--- src/rtl/pic_pkg.sv ---
// Shared definitions for the 8259A model: command-sequencer FSM states,
// ICW/OCW bit positions, OCW2 command encodings and the configuration
// register bundle held by the sequencer.
package pic_pkg;

  typedef enum logic [2:0] {
    ST_UNINIT    = 3'd0,
    ST_WAIT_ICW2 = 3'd1,
    ST_WAIT_ICW3 = 3'd2,
    ST_WAIT_ICW4 = 3'd3,
    ST_READY     = 3'd4
  } pic_state_e;

  // Command byte bit positions (A0=0 writes).
  localparam int ICW1_FLAG_BIT = 4;  // D4=1 marks ICW1
  localparam int OCW3_FLAG_BIT = 3;  // D3 distinguishes OCW3 (1) from OCW2 (0)
  localparam int OCW3_RIS_BIT  = 0;
  localparam int OCW3_RR_BIT   = 1;
  localparam int OCW3_P_BIT    = 2;
  localparam int OCW3_SMM_BIT  = 5;
  localparam int OCW3_ESMM_BIT = 6;

  // OCW2 R/SL/EOI encodings, shared with the priority resolver.
  localparam logic [2:0] OCW2_ROT_AEOI_CLR = 3'b000;
  localparam logic [2:0] OCW2_NS_EOI       = 3'b001;
  localparam logic [2:0] OCW2_NOP          = 3'b010;
  localparam logic [2:0] OCW2_SP_EOI       = 3'b011;
  localparam logic [2:0] OCW2_ROT_AEOI_SET = 3'b100;
  localparam logic [2:0] OCW2_ROT_NS_EOI   = 3'b101;
  localparam logic [2:0] OCW2_SET_PRI      = 3'b110;
  localparam logic [2:0] OCW2_ROT_SP_EOI   = 3'b111;

  // Everything the sequencer programs from ICWs and OCW1/OCW3.
  typedef struct packed {
    logic       ltim;
    logic       sngl;
    logic       ic4;
    logic [4:0] vector_base;
    logic [7:0] cascade_cfg;
    logic       sfnm;
    logic       buf_en;
    logic       ms;
    logic       aeoi;
    logic       upm;
    logic [7:0] imr;
    logic       read_isr;
    logic       smm;
  } pic_cfg_t;

endpackage

--- src/rtl/pic_write_detect.sv ---
// CPU write capture. Registers the write-active condition, latches data and
// A0 on every cycle the write is active, and emits a one-cycle write event
// (we_o) after the clock edge that first sees the write gone.
//   clk, reset_bar        clock, async active-low reset
//   chip_select_bar_i,
//   write_bar_i, a0_i,
//   data_i                raw CPU bus inputs
//   we_o                  one-cycle write event
//   a0_o, data_o          A0/data of the last active write cycle
module pic_write_detect
  import pic_pkg::*;
(
  input  logic       clk,
  input  logic       reset_bar,
  input  logic       chip_select_bar_i,
  input  logic       write_bar_i,
  input  logic       a0_i,
  input  logic [7:0] data_i,
  output logic       we_o,
  output logic       a0_o,
  output logic [7:0] data_o
);

  logic       wr_act;
  logic       wr_act_q;
  logic       we_q;
  logic       a0_q;
  logic [7:0] data_q;

  assign wr_act = ~chip_select_bar_i & ~write_bar_i;

  // NOTE: sequential state uses non-blocking assignments so every flop
  // samples pre-edge values regardless of statement order.
  always_ff @(posedge clk or negedge reset_bar) begin
    if (!reset_bar) begin
      wr_act_q <= 1'b0;
      we_q     <= 1'b0;
      a0_q     <= 1'b0;
      data_q   <= 8'h00;
    end else begin
      wr_act_q <= wr_act;
      // Falling edge of wr_act: the write just ended. Clearing wr_act_q in
      // reset is what discards a write that was in flight.
      we_q     <= wr_act_q & ~wr_act;
      if (wr_act) begin
        a0_q   <= a0_i;
        data_q <= data_i;
      end
    end
  end

  assign we_o   = we_q;
  assign a0_o   = a0_q;
  assign data_o = data_q;

endmodule

--- src/rtl/pic_command_sequencer.sv ---
// 8259A command sequencer. Turns completed CPU writes into ICW/OCW commands,
// walks the ICW1..ICW4 initialization sequence, holds configuration and the
// interrupt mask, pulses OCW2/poll strobes and drives the status read mux.
//   clk, reset_bar                       clock, async active-low reset
//   chip_select_bar, write_bar,
//   read_bar, A0, data_in                CPU bus
//   irr, isr                             live vectors for status reads
//   data_out, data_out_en                read data and bus drive enable
//   init_done                            initialization complete (READY)
//   ltim..sfnm, vector_base, cascade_cfg ICW configuration
//   imr, read_isr, smm                   OCW1/OCW3 state
//   ocw2_strobe/cmd/level, poll_strobe   one-cycle command pulses
module pic_command_sequencer
  import pic_pkg::*;
#(
  parameter logic [7:0] RESET_IMR = 8'h00
) (
  input  logic       clk,
  input  logic       reset_bar,
  input  logic       chip_select_bar,
  input  logic       write_bar,
  input  logic       read_bar,
  input  logic       A0,
  input  logic [7:0] data_in,
  input  logic [7:0] irr,
  input  logic [7:0] isr,
  output logic [7:0] data_out,
  output logic       data_out_en,
  output logic       init_done,
  output logic       ltim,
  output logic       sngl,
  output logic       ic4,
  output logic [4:0] vector_base,
  output logic [7:0] cascade_cfg,
  output logic       upm,
  output logic       aeoi,
  output logic       ms,
  output logic       buf_en,
  output logic       sfnm,
  output logic [7:0] imr,
  output logic       ocw2_strobe,
  output logic [2:0] ocw2_cmd,
  output logic [2:0] ocw2_level,
  output logic       poll_strobe,
  output logic       read_isr,
  output logic       smm
);

  logic       we;
  logic       wr_a0;
  logic [7:0] wr_data;

  pic_write_detect u_write_detect (
    .clk               (clk),
    .reset_bar         (reset_bar),
    .chip_select_bar_i (chip_select_bar),
    .write_bar_i       (write_bar),
    .a0_i              (A0),
    .data_i            (data_in),
    .we_o              (we),
    .a0_o              (wr_a0),
    .data_o            (wr_data)
  );

  pic_state_e state_q, state_d;
  pic_cfg_t   cfg_q, cfg_d;
  logic       ocw2_strobe_q, ocw2_strobe_d;
  logic       poll_strobe_q, poll_strobe_d;
  logic [2:0] ocw2_cmd_q, ocw2_cmd_d;
  logic [2:0] ocw2_level_q, ocw2_level_d;

  logic is_icw1, is_ocw3;
  assign is_icw1 = ~wr_a0 & wr_data[ICW1_FLAG_BIT];
  assign is_ocw3 = ~wr_a0 & ~wr_data[ICW1_FLAG_BIT] & wr_data[OCW3_FLAG_BIT];

  // NOTE: every signal driven here gets a default first, so no path can
  // leave it unassigned and infer a latch.
  always_comb begin
    state_d       = state_q;
    cfg_d         = cfg_q;
    ocw2_strobe_d = 1'b0;
    poll_strobe_d = 1'b0;
    ocw2_cmd_d    = ocw2_cmd_q;
    ocw2_level_d  = ocw2_level_q;

    if (we) begin
      if (is_icw1) begin
        // ICW1 restarts initialization from any state.
        state_d       = ST_WAIT_ICW2;
        cfg_d.ltim    = wr_data[3];
        cfg_d.sngl    = wr_data[1];
        cfg_d.ic4     = wr_data[0];
        cfg_d.imr     = 8'h00;
        cfg_d.read_isr = 1'b0;
        cfg_d.smm     = 1'b0;
        if (!wr_data[0]) begin
          {cfg_d.sfnm, cfg_d.buf_en, cfg_d.ms, cfg_d.aeoi, cfg_d.upm} = 5'b0;
        end
      end else if (wr_a0) begin
        case (state_q)
          ST_WAIT_ICW2: begin
            cfg_d.vector_base = wr_data[7:3];
            if (!cfg_q.sngl)    state_d = ST_WAIT_ICW3;
            else if (cfg_q.ic4) state_d = ST_WAIT_ICW4;
            else                state_d = ST_READY;
          end
          ST_WAIT_ICW3: begin
            cfg_d.cascade_cfg = wr_data;
            state_d = cfg_q.ic4 ? ST_WAIT_ICW4 : ST_READY;
          end
          ST_WAIT_ICW4: begin
            {cfg_d.sfnm, cfg_d.buf_en, cfg_d.ms, cfg_d.aeoi, cfg_d.upm} = wr_data[4:0];
            state_d = ST_READY;
          end
          ST_READY: cfg_d.imr = wr_data;
          default: ;  // UNINIT ignores A0=1 writes
        endcase
      end else if (state_q == ST_READY) begin
        if (is_ocw3) begin
          if (wr_data[OCW3_RR_BIT])   cfg_d.read_isr = wr_data[OCW3_RIS_BIT];
          if (wr_data[OCW3_ESMM_BIT]) cfg_d.smm      = wr_data[OCW3_SMM_BIT];
          poll_strobe_d = wr_data[OCW3_P_BIT];
        end else begin
          ocw2_strobe_d = 1'b1;
          ocw2_cmd_d    = wr_data[7:5];
          ocw2_level_d  = wr_data[2:0];
        end
      end
    end
  end

  always_ff @(posedge clk or negedge reset_bar) begin
    if (!reset_bar) begin
      state_q       <= ST_UNINIT;
      cfg_q         <= '0;
      cfg_q.imr     <= RESET_IMR;
      ocw2_strobe_q <= 1'b0;
      poll_strobe_q <= 1'b0;
      ocw2_cmd_q    <= 3'b000;
      ocw2_level_q  <= 3'b000;
    end else begin
      state_q       <= state_d;
      cfg_q         <= cfg_d;
      ocw2_strobe_q <= ocw2_strobe_d;
      poll_strobe_q <= poll_strobe_d;
      ocw2_cmd_q    <= ocw2_cmd_d;
      ocw2_level_q  <= ocw2_level_d;
    end
  end

  assign init_done   = (state_q == ST_READY);
  assign ltim        = cfg_q.ltim;
  assign sngl        = cfg_q.sngl;
  assign ic4         = cfg_q.ic4;
  assign vector_base = cfg_q.vector_base;
  assign cascade_cfg = cfg_q.cascade_cfg;
  assign upm         = cfg_q.upm;
  assign aeoi        = cfg_q.aeoi;
  assign ms          = cfg_q.ms;
  assign buf_en      = cfg_q.buf_en;
  assign sfnm        = cfg_q.sfnm;
  assign imr         = cfg_q.imr;
  assign read_isr    = cfg_q.read_isr;
  assign smm         = cfg_q.smm;
  assign ocw2_strobe = ocw2_strobe_q;
  assign ocw2_cmd    = ocw2_cmd_q;
  assign ocw2_level  = ocw2_level_q;
  assign poll_strobe = poll_strobe_q;

  // Status read path; a simultaneous write keeps the buffer off the bus.
  assign data_out_en = ~chip_select_bar & ~read_bar & write_bar & init_done;
  assign data_out    = !data_out_en ? 8'h00 :
                       A0           ? cfg_q.imr :
                       cfg_q.read_isr ? isr : irr;

endmodule

--- config.mk ---
export PLATFORM = sky130hd
export DESIGN_NAME = pic_command_sequencer
export DESIGN_NICKNAME = d
export VERILOG_FILES = /design/src/rtl/pic_pkg.sv /design/src/rtl/pic_write_detect.sv /design/src/rtl/pic_command_sequencer.sv
export SDC_FILE = /design/constraint.sdc
export NUM_CORES = 1
export LEC_CHECK = 0
export CAP_MARGIN = 0
export CELL_PAD_IN_SITES_DETAIL_PLACEMENT = 0
export CELL_PAD_IN_SITES_GLOBAL_PLACEMENT = 2
export CORE_MARGIN = 2
export CORE_UTILIZATION = 29
export DETAILED_ROUTE_END_ITERATION = 6
export GPL_ROUTABILITY_DRIVEN = 1
export HOLD_SLACK_MARGIN = 0.06
export PLACE_DENSITY_LB_ADDON = 0.3
export SYNTH_ARGS = -nofsm -noshare
export SYNTH_HDL_FRONTEND = slang
export SYNTH_HIERARCHICAL = 1
export SYNTH_SLANG_ARGS = --single-unit
--- constraint.sdc ---
create_clock -name clk -period 2.3 [get_ports clk]
set_input_delay 0.46 -clock clk [delete_from_list [all_inputs] [get_ports clk]]
set_output_delay 0.46 -clock clk [all_outputs]
set_load 0.01 [all_outputs]
==> results.cfg, run 1 <==
[run_status]
outcome = complete, no violations

[placed_design]
placed_area_sq_um = 3450
place_ws_ns = -0.0245
dp_cells = 387
gp_congestion = 0.756
hpwlAfterDp_um = 4520
io_buffers = 78

[logic_synthesis]
netlist_instances = 200
yosys.area.top_type = dfrtp_1
synth_nets = 230
synth_cell_types = 40
async_flop_share = 1.00
yosys_register_bits = 53
synth.yosys.seq_area_share = 0.536
syn_avg_cell_area_sq_um = 12.4
synth_edf_count = 0
synth_ff_type = dfrtp_1
yosysTopAreaCellShare = 0.536
synth_area_sq_um = 2470
yosys-top-cells-area = dfrtp_1 (54%), mux2_2 (10%), mux2_4 (4.9%)
ys_warn_count = 6

[power]
leakagePower_nw = 1.60
p_int_mw = 2.10
clockPowerShare = 0.224
irDropWorstVdd_mv = 0.609
combPwrFrac = 0.339
swShare = 0.299
power_frac_seq = 0.438
power.density_nw_per_um2 = 847
p_sw_mw = 0.894

[timing]
slew_headroom = 0.492
fin_crit_sh = 0.960
fmax_mhz = 453
finalWorstSetupSlack_ns = 0.0909
report.final.hold_viol_count = 0
rsz0062_at_grt = no
hold_ws_ns = 0.215
finalSetupViolations = 0
period_needed_ns = 2.21
tightestPinTransition_ns = 0.762
maxSlewViolCount = 0
fin_worst_skew_ns = 0.0111

[clock_network]
postCtsHoldBufs = 0
cts_tree = yes
cts-htree-levels = 2
insertion_delay_ns = 0.31
cts_made_buffers = 5
cts.clk_slew.worst_paths_ns = 0.10
cts_buffer_depth = 2
clock-sinks = 53
clockRootBuffer = clkbuf_8

[drt]
routed_wl_um = 6330
route.detailed.drc = 0
first_pass_iters = 4
viasPerCell = 4.78
drtIter0Drc = 76
ant_nets = 0
wire_per_inst_um = 16.0
vias = 1890

[run]
cap_violations = 0

[setup_path]
startpoint = state_q[0]
start_kind = flop
critical_path_class = reg2out
cp.arrival_ns = 1.75
crit_required_ns = 1.84
slowest_stage = or3b_4
path_max_fanout = 9
critPathCaptureType = output pin
path_buf_inv = 4
path_cells = or3b_4 > inv_2 > nand3_1 > buf_4 > inv_1 > dlygate4sd2_1
crit_family = buffers and inverters
r2r_start = u_write_detect/a0_o
cp_slowest_stage_delay_ns = 0.41
reg2reg_slack_ns = 0.43

[grt]
grt-ovfl-total = 0
grt_pass1_wl_um = 10200
grt_max_degree = 34
grtUsageTotal = 0.144
antenna_found_initial = 0
grt_pass1_vias = 1948

[cells_and_area]
design_area_sq_um = 3530
antenna_cells = 0
area_delta_synth_final_pct = 42.8
drive_above_1_share = 0.241
finalNonFillerCells = 395
nets = 319

[floorplanning]
rows = 33
start_util = 0.300
ios = 79
fp.dieArea_sq_um = 9290
die_h_um = 96.4
core_sq_um = 8260
die_w_um = 96.4

[worst_hold_path]
min_path_type = in2async
==> per-stage QoR <==
step	setup TNS, ns	power, mW	utilization
3_3_place_gp	-0.102	2.35	0.418
3_5_place_dp	-0.131	2.35	0.418
6_report	0	2.99	0.428
2_1_floorplan	0	1.78	-
4_1_cts	0	3.03	0.432
5_1_grt	0	3.18	0.428
==> state kept, by name (all words and copies together) (netlist names), 3 cells and up <==
register,cells
imr,8
ocw2_cmd,3
vector_base,5
ocw2_level,3
u_write_detect/data_o,8
cascade_cfg,8
state_q,3
==> layout make-up <==
class | count | area (sq um)
fill | 809 | 4720
sequential | 53 | 1330
inverter | 10 | 37.5
clock buffer | 6 | 82.6
tap | 105 | 131
multi-input combinational | 125 | 1050
timing repair buffer | 94 | 867
clock inverter | 2 | 37.5
==> cell usage after synthesis (all sizes together) (5+ instances only) <==
| library cell | instances |
|---|---|
| clkbuf | 6 |
| dfrtp | 53 |
| mux2i | 9 |
| inv | 10 |
| o21ai | 11 |
| a21oi | 5 |
| nand2 | 5 |
| mux2 | 37 |
| nor2 | 13 |
| nand3b | 5 |
| a22o | 7 |
| buf | 6 |
==> worst paths after layout <==
path                       cells after the start             endpoint
hold reg to reg                                1  u_write_detect/we_o
setup / recovery                               6          data_out_en
setup reg to reg                               4       vector_base[0]
min in group clk                               1  u_write_detect/we_o
max in group asynchronous                      2          ocw2_cmd[2]
hold / removal                                 1           state_q[0]
==> what timing repair did <==
item,4_1_cts,5_1_grt
setup endpoints to repair,9,8
resized for setup,9,16
setup buffers,0,0
pin swaps,0,0
==> worst reg2reg max path, stage by stage, from the launching register on <==
cell	delay (ns)
dfrtp_1	0.62
nand2_1	0.32
nor4b_2	0.29
buf_4	0.19
mux2_2	0.33
==> kinds of logic after synthesis <==
group,count (synthesis),share of synthesized area
buf+inv,22,0.0394
flops,53,0.536
simple gates,38,0.0900
mux,46,0.217
compound gates,41,0.118
==> per-layer routing <==
| layer | up-vias | global-route usage | share of wire |
|---|---|---|---|
| met5 | - | 0 | 0 |
| met4 | 0 | 0.0317 | 0.0099 |
| met3 | 6 | 0.0434 | 0.073 |
| met2 | 58 | 0.231 | 0.45 |
| met1 | 925 | 0.194 | 0.47 |
| li1 | 901 | - | - |
==> power by group through the flow <==
stage / clock, mW / sequential [mW] / combinational [mW]
2_1_floorplan: 0 / 1.36 / 0.424
3_3_place_gp: 0 / 1.33 / 1.02
3_5_place_dp: 0 / 1.33 / 1.02
4_1_cts: 0.684 / 1.32 / 1.03
5_1_grt: 0.725 / 1.35 / 1.10
6_report: 0.669 / 1.31 / 1.01
==> cells in the final DEF, fill, tap and decap left out, types with 7 or more instances in the layout <==
cell type | synthesis | layout
mux2_4 | 8 | 8
clkdlybuf4s50_1 | 0 | 68
mux2i_1 | 9 | 9
dfrtp_1 | 53 | 53
mux2_2 | 23 | 23
clkbuf_2 | 0 | 8
a22o_1 | 7 | 7
inv_1 | 9 | 9
nor2_1 | 12 | 12
buf_4 | 1 | 15
o21ai_0 | 11 | 11
No activity file was read; power rests on OpenSTA's default activity.
==> run 2: changes to the inputs <==
==> constraint.sdc (replaced) <==
create_clock -name clk -period 2.3 [get_ports clk]
set_input_delay 0.345 -clock clk [delete_from_list [all_inputs] [get_ports clk]]
set_output_delay 0.345 -clock clk [all_outputs]
set_load 0.01 [all_outputs]
==> run 2 against run 1 <==
Effect of this change: global-route usage up 0.26 points; hold slack improved by 0.27 ns; final area rose by 0.60%; count of clock-buffer cells in the layout increased by 1; flip-flop and latch count is the same; sequential power about the same; clock power is 3% lower; die area unchanged; utilization grew 0.26 points; largest power group unchanged; register-to-register slack better by 0.10 ns; largest cell class unchanged; critical path type unchanged; worst setup slack better by 0.079 ns.
==> results.cfg, run 2 (synthesis results as in run 1) <==
[clock_network]
cts_made_buffers = 5
cts-htree-levels = 2
insertion_delay_ns = 0.30
cts_buffer_depth = 2
cts.clk_slew.worst_paths_ns = 0.09
cts_setup_buffers = 0
clock-sinks = 53
clockRootBuffer = clkbuf_8
cts_tree = yes

[floorplanning]
fp.dieArea_sq_um = 9290
die_h_um = 96.4
start_util = 0.300
ios = 79
core_sq_um = 8260
die_w_um = 96.4
rows = 33

[power]
power_mw = 2.98
swShare = 0.295
power.density_nw_per_um2 = 839
p_int_mw = 2.10
power_frac_seq = 0.438
leakagePower_nw = 1.61
clockPowerShare = 0.218
p_sw_mw = 0.881
irDropWorstVdd_mv = 0.417
combPwrFrac = 0.343

[placed_design]
dp_cells = 383
placed_area_sq_um = 3420
io_buffers = 78
hpwlAfterDp_um = 4540
gp_congestion = 0.794
place_ws_ns = 0.0220

[grt]
grt_pass1_wl_um = 10300
antenna_found_initial = 0
grt-ovfl-total = 0
grt_pass1_vias = 1920
grt_max_degree = 23
grtUsageTotal = 0.147

[timing]
maxSlewViolCount = 0
hold_ws_ns = 0.480
fin_crit_sh = 0.926
tns_ns = 0
report.final.hold_viol_count = 0
slew_headroom = 0.644
tightestPinTransition_ns = 0.532
period_needed_ns = 2.13
rsz0062_at_grt = no
finalSetupViolations = 0
fin_worst_skew_ns = 0.00429
finalWorstSetupSlack_ns = 0.170
fmax_mhz = 469

[setup_path]
cp_slowest_stage_delay_ns = 0.62
cp.arrival_ns = 1.79
path_cells = mux2_2 > mux2i_1 > nor2_1 > dlygate4sd2_1
path_buf_inv = 1
critical_path_class = reg2out
slowest_stage = dfrtp_1
path_max_fanout = 10
critPathCaptureType = output pin
crit_required_ns = 1.96
start_kind = flop
crit_family = flip-flops

[drt]
drtIter0Drc = 104
wire_per_inst_um = 16.2
vias = 1893
viasPerCell = 4.83
routed_wl_um = 6340
ant_nets = 0
first_pass_iters = 6
route.detailed.drc = 0

[worst_hold_path]
min_path_type = reg2reg

[run]
cap_violations = 0

[cells_and_area]
layout_commonest_cell = clkdlybuf4s50_1
area_delta_synth_final_pct = 43.6
nets = 316
finalNonFillerCells = 392
post-route-util = 0.430
drive_above_1_share = 0.202
final_cell_mix = clkdlybuf4s50_1 (68), dfrtp_1 (53), mux2_2 (23)
design_area_sq_um = 3550
antenna_cells = 0

[run_status]
outcome = complete, no violations
run 2: layout make-up:
cell class / instances / area (sq um)
multi-input cells: 125 / 1060
flip-flops and latches: 53 / 1330
clock inverters: 1 / 30.0
clock buffers: 7 / 86.3
repair buffers: 91 / 877
well taps: 105 / 131
inverters: 10 / 40.0
fillers: 817 / 4700
run 2: path summary, 6_finish.rpt:
path,startpoint,endpoint,slack (ns),cells past startpoint
max in group asynchronous,reset_bar,ocw2_level[1],1.16,3
min in group asynchronous,reset_bar,ic4,0.50,2
max,read_isr,data_out[3],0.17,4
max reg2reg,state_q[0],ocw2_level[2],0.53,4
min,u_write_detect/wr_act_q,u_write_detect/we_o,0.48,1
min reg2reg,u_write_detect/wr_act_q,u_write_detect/we_o,0.48,1
run 2: what timing repair did:
| action | in CTS | in global routing |
|---|---|---|
| setup endpoints to repair | 9 | 0 |
| hold buffers | 1 | 0 |
| gates resized for setup | 12 | 0 |
| endpoints found under the hold margin | 16 | 0 |
run 2: layer usage:
layer / vias up / share of wire / global-route usage / wire [um]
met5: - / 0 / 0 / 0
met4: 0 / 0.012 / 0.0458 / 76
met3: 7 / 0.067 / 0.0365 / 426
met2: 55 / 0.45 / 0.222 / 2820
met1: 937 / 0.47 / 0.209 / 3010
li1: 894 / - / - / -
run 2: power by group through the flow:
| stage | Combinational [mW] | Sequential (mW) | Clock, mW |
|---|---|---|---|
| 5_1_grt | 1.13 | 1.34 | 0.710 |
| 3_5_place_dp | 1.03 | 1.32 | 0 |
| 2_1_floorplan | 0.424 | 1.36 | 0 |
| 6_report | 1.02 | 1.31 | 0.651 |
| 3_3_place_gp | 1.02 | 1.32 | 0 |
| 4_1_cts | 1.04 | 1.31 | 0.673 |
==> edit (settings of run 2) <==
The 5 states of `pic_state_e` get a Gray code encoding in 3 bits.
--- a/src/rtl/pic_pkg.sv
+++ b/src/rtl/pic_pkg.sv
@@ -5,9 +5,9 @@
 
   typedef enum logic [2:0] {
-    ST_UNINIT    = 3'd0,
-    ST_WAIT_ICW2 = 3'd1,
-    ST_WAIT_ICW3 = 3'd2,
-    ST_WAIT_ICW4 = 3'd3,
-    ST_READY     = 3'd4
+    ST_UNINIT    = 3'b000,
+    ST_WAIT_ICW2 = 3'b001,
+    ST_WAIT_ICW3 = 3'b011,
+    ST_WAIT_ICW4 = 3'b010,
+    ST_READY     = 3'b110
   } pic_state_e;
 
Check against the original RTL: no difference found for any inputs over 10 cycles, from zero or initial values and one cycle with reset_bar low; not proved beyond that.
==> edit against run 2 <==
Design area decreased by 0.56%. Routed wire length decreased by 2.8%. Power decreased by 12%. Critical path depth increased by 1. Setup slack got worse by 64 ps. Area after synthesis increased by 1.7%. Sequential cell count unchanged. Largest cell class unchanged.
==> edit: results (changes against run 2) <==
Global route
  – Met1 Usage GRT: 19.4% (-1.5 points)
  – Initial antenna violation count: 0 (unchanged)
  – Gr usage total: 13.4% (-1.3 points)
  – Met2 Use GR: 19.5% (-2.7 points)
  – First-pass GRT wire length: 10200 um (-1.5%)
  – Largest net degree at the start of global routing: 30 (+30%)
  – Number of global-route vias before repair: 1864 (-2.9%)
  – GR Util met3: 3.96% (+0.31 points)

Clock tree
  – CTS root buffer: clkbuf_8
  – CTS Buf Count: 5 (unchanged)
  – Htree depth: 2 (unchanged)
  – Reg clk slew, reported paths: about 100 ps
  – Postcts setup bufs: 0 (unchanged)
  – Max clock buf depth: 2 (unchanged)
  – Worst skew pair latency: between 300 and 400 ps

Logic synthesis
  – Synth area leaders: dfrtp_1, mux2_2, mux2_4
  – Netlist cell types: 36 (-10%)
  – Most used DFF post-synth: dfrtp_1
  – Post-synth ARST share: 100% (unchanged)
  – Register area share after synthesis: 52.7% (-0.91 points)
  – Syn nets: 233 (+1.3%)
  – Syn Area/Cell: 12.4 sq um (+0.22%)
  – Warnings, synthesis: 6 (unchanged)
  – Top cells by count, synth: dfrtp_1, mux2_2, mux2i_1

Pwr
  – Peak VDD IR: 0.494 mV (+19%)
  – Leakage power: 1.60 nW (-0.84%)

Drt
  – Drt initial violations: 100 (-3.8%)
  – Top layer used by detailed routing: met4
  – Post-Route M1 WL: 3070 um (+2.0%)
  – Drt pass-1 iters: 4 (-2)
  – Via density: 4.59 (-4.9%)
  – Final wirelength: 6160 um (-2.8%)
  – Met2 Wirelength: 2640 um (-6.4%)
  – Met3 wire length: 394 um (-7.5%)

Placed design
  – GP Congestion: 0.777 (-2.2%)
  – Port bufs: 78 (unchanged)
  – Pre-CTS WS: -111 ps (-133 ps)
  – Inst Count DP: 387 (+1.0%)
  – Detailed placement HPWL: 4420 um (-2.6%)

Setup path
  – Crit path max fanout: 9 (-1)
  – Cells on worst reg2reg path: 3 (-1)
  – Worst endpoint data arrival time: 1850 ps (+60 ps)

Hold path
  – Min-Delay Path Class: register to register
  – WHS Path Cells: 1 (unchanged)

Final layout
  – Antenna Cells: 0 (unchanged)
  – Nets: 320 (+1.3%)
  – Final Non-Filler Cells: 396 (+1.0%)
  – Share of layout cells above drive strength 1: 25.4% (+5.2 points)

Timing
  – Worst Skew: 7.74 ps (+3.45 ps)
  – Slew margin rel.: 55.3% (-9.1 points)

Outcome
  – Outcome: finished, final reports clean
[edit: path summary, 6_finish.rpt]
path	from	to	slack, ps
max	state_q[0]	data_out_en	110
max in group asynchronous	reset_bar	u_write_detect/a0_o	1170
min	u_write_detect/wr_act_q	u_write_detect/we_o	480
min in group asynchronous	reset_bar	cascade_cfg[4]	560
min reg2reg	u_write_detect/wr_act_q	u_write_detect/we_o	480
max reg2reg	u_write_detect/a0_o	ocw2_cmd[2]	530
[edit: area by class of cell]
type | count | area [sq um]
Fill cell | 807 | 4760
Inverter | 12 | 45.0
Clock inverter | 3 | 21.3
Timing Repair Buffer | 92 | 867
Sequential cell | 53 | 1330
Tap cell | 105 | 131
Multi-Input combinational cell | 126 | 1070
Clock buffer | 5 | 68.8
[edit: cell families after synthesis]
logic type,Yosys count,synth area share (%)
compound gates,19,4.67
buf+inv,24,4.62
flops,53,52.7
mux,56,26.1
simple gates,51,11.9
[edit: where the power goes]
group	internal, mW	total (mW)	switching, mW
logic	0.509	0.819	0.311
registers	1.11	1.27	0.164
clock network	0.217	0.542	0.325
total	1.83	2.63	0.799
[edit: what timing repair did]
action,4_1_cts,5_1_grt
resized for setup,9,16
hold buffers,1,0
setup endpoints to repair,9,8
hold endpoints to repair,24,0
[edit: stage by stage]
stage / power (mW) / TNS, ps / util [%] / area (sq um)
2_1_floorplan: 1.66 / 0 / - / 2520
3_3_place_gp: 2.11 / -963 / 41.9 / 3480
3_5_place_dp: 2.12 / -904 / 41.9 / 3480
4_1_cts: 2.68 / 0 / 43.0 / 3560
5_1_grt: 2.79 / 0 / 42.6 / 3530
6_report: 2.63 / 0 / 42.6 / 3530
[edit: critical path: stages (launching register included)]
cell and delay, ps:
dfrtp_1 390, nand3b_4 170, or4b_1 490, buf_4 180
inv_1 50, dlygate4sd2_1 250
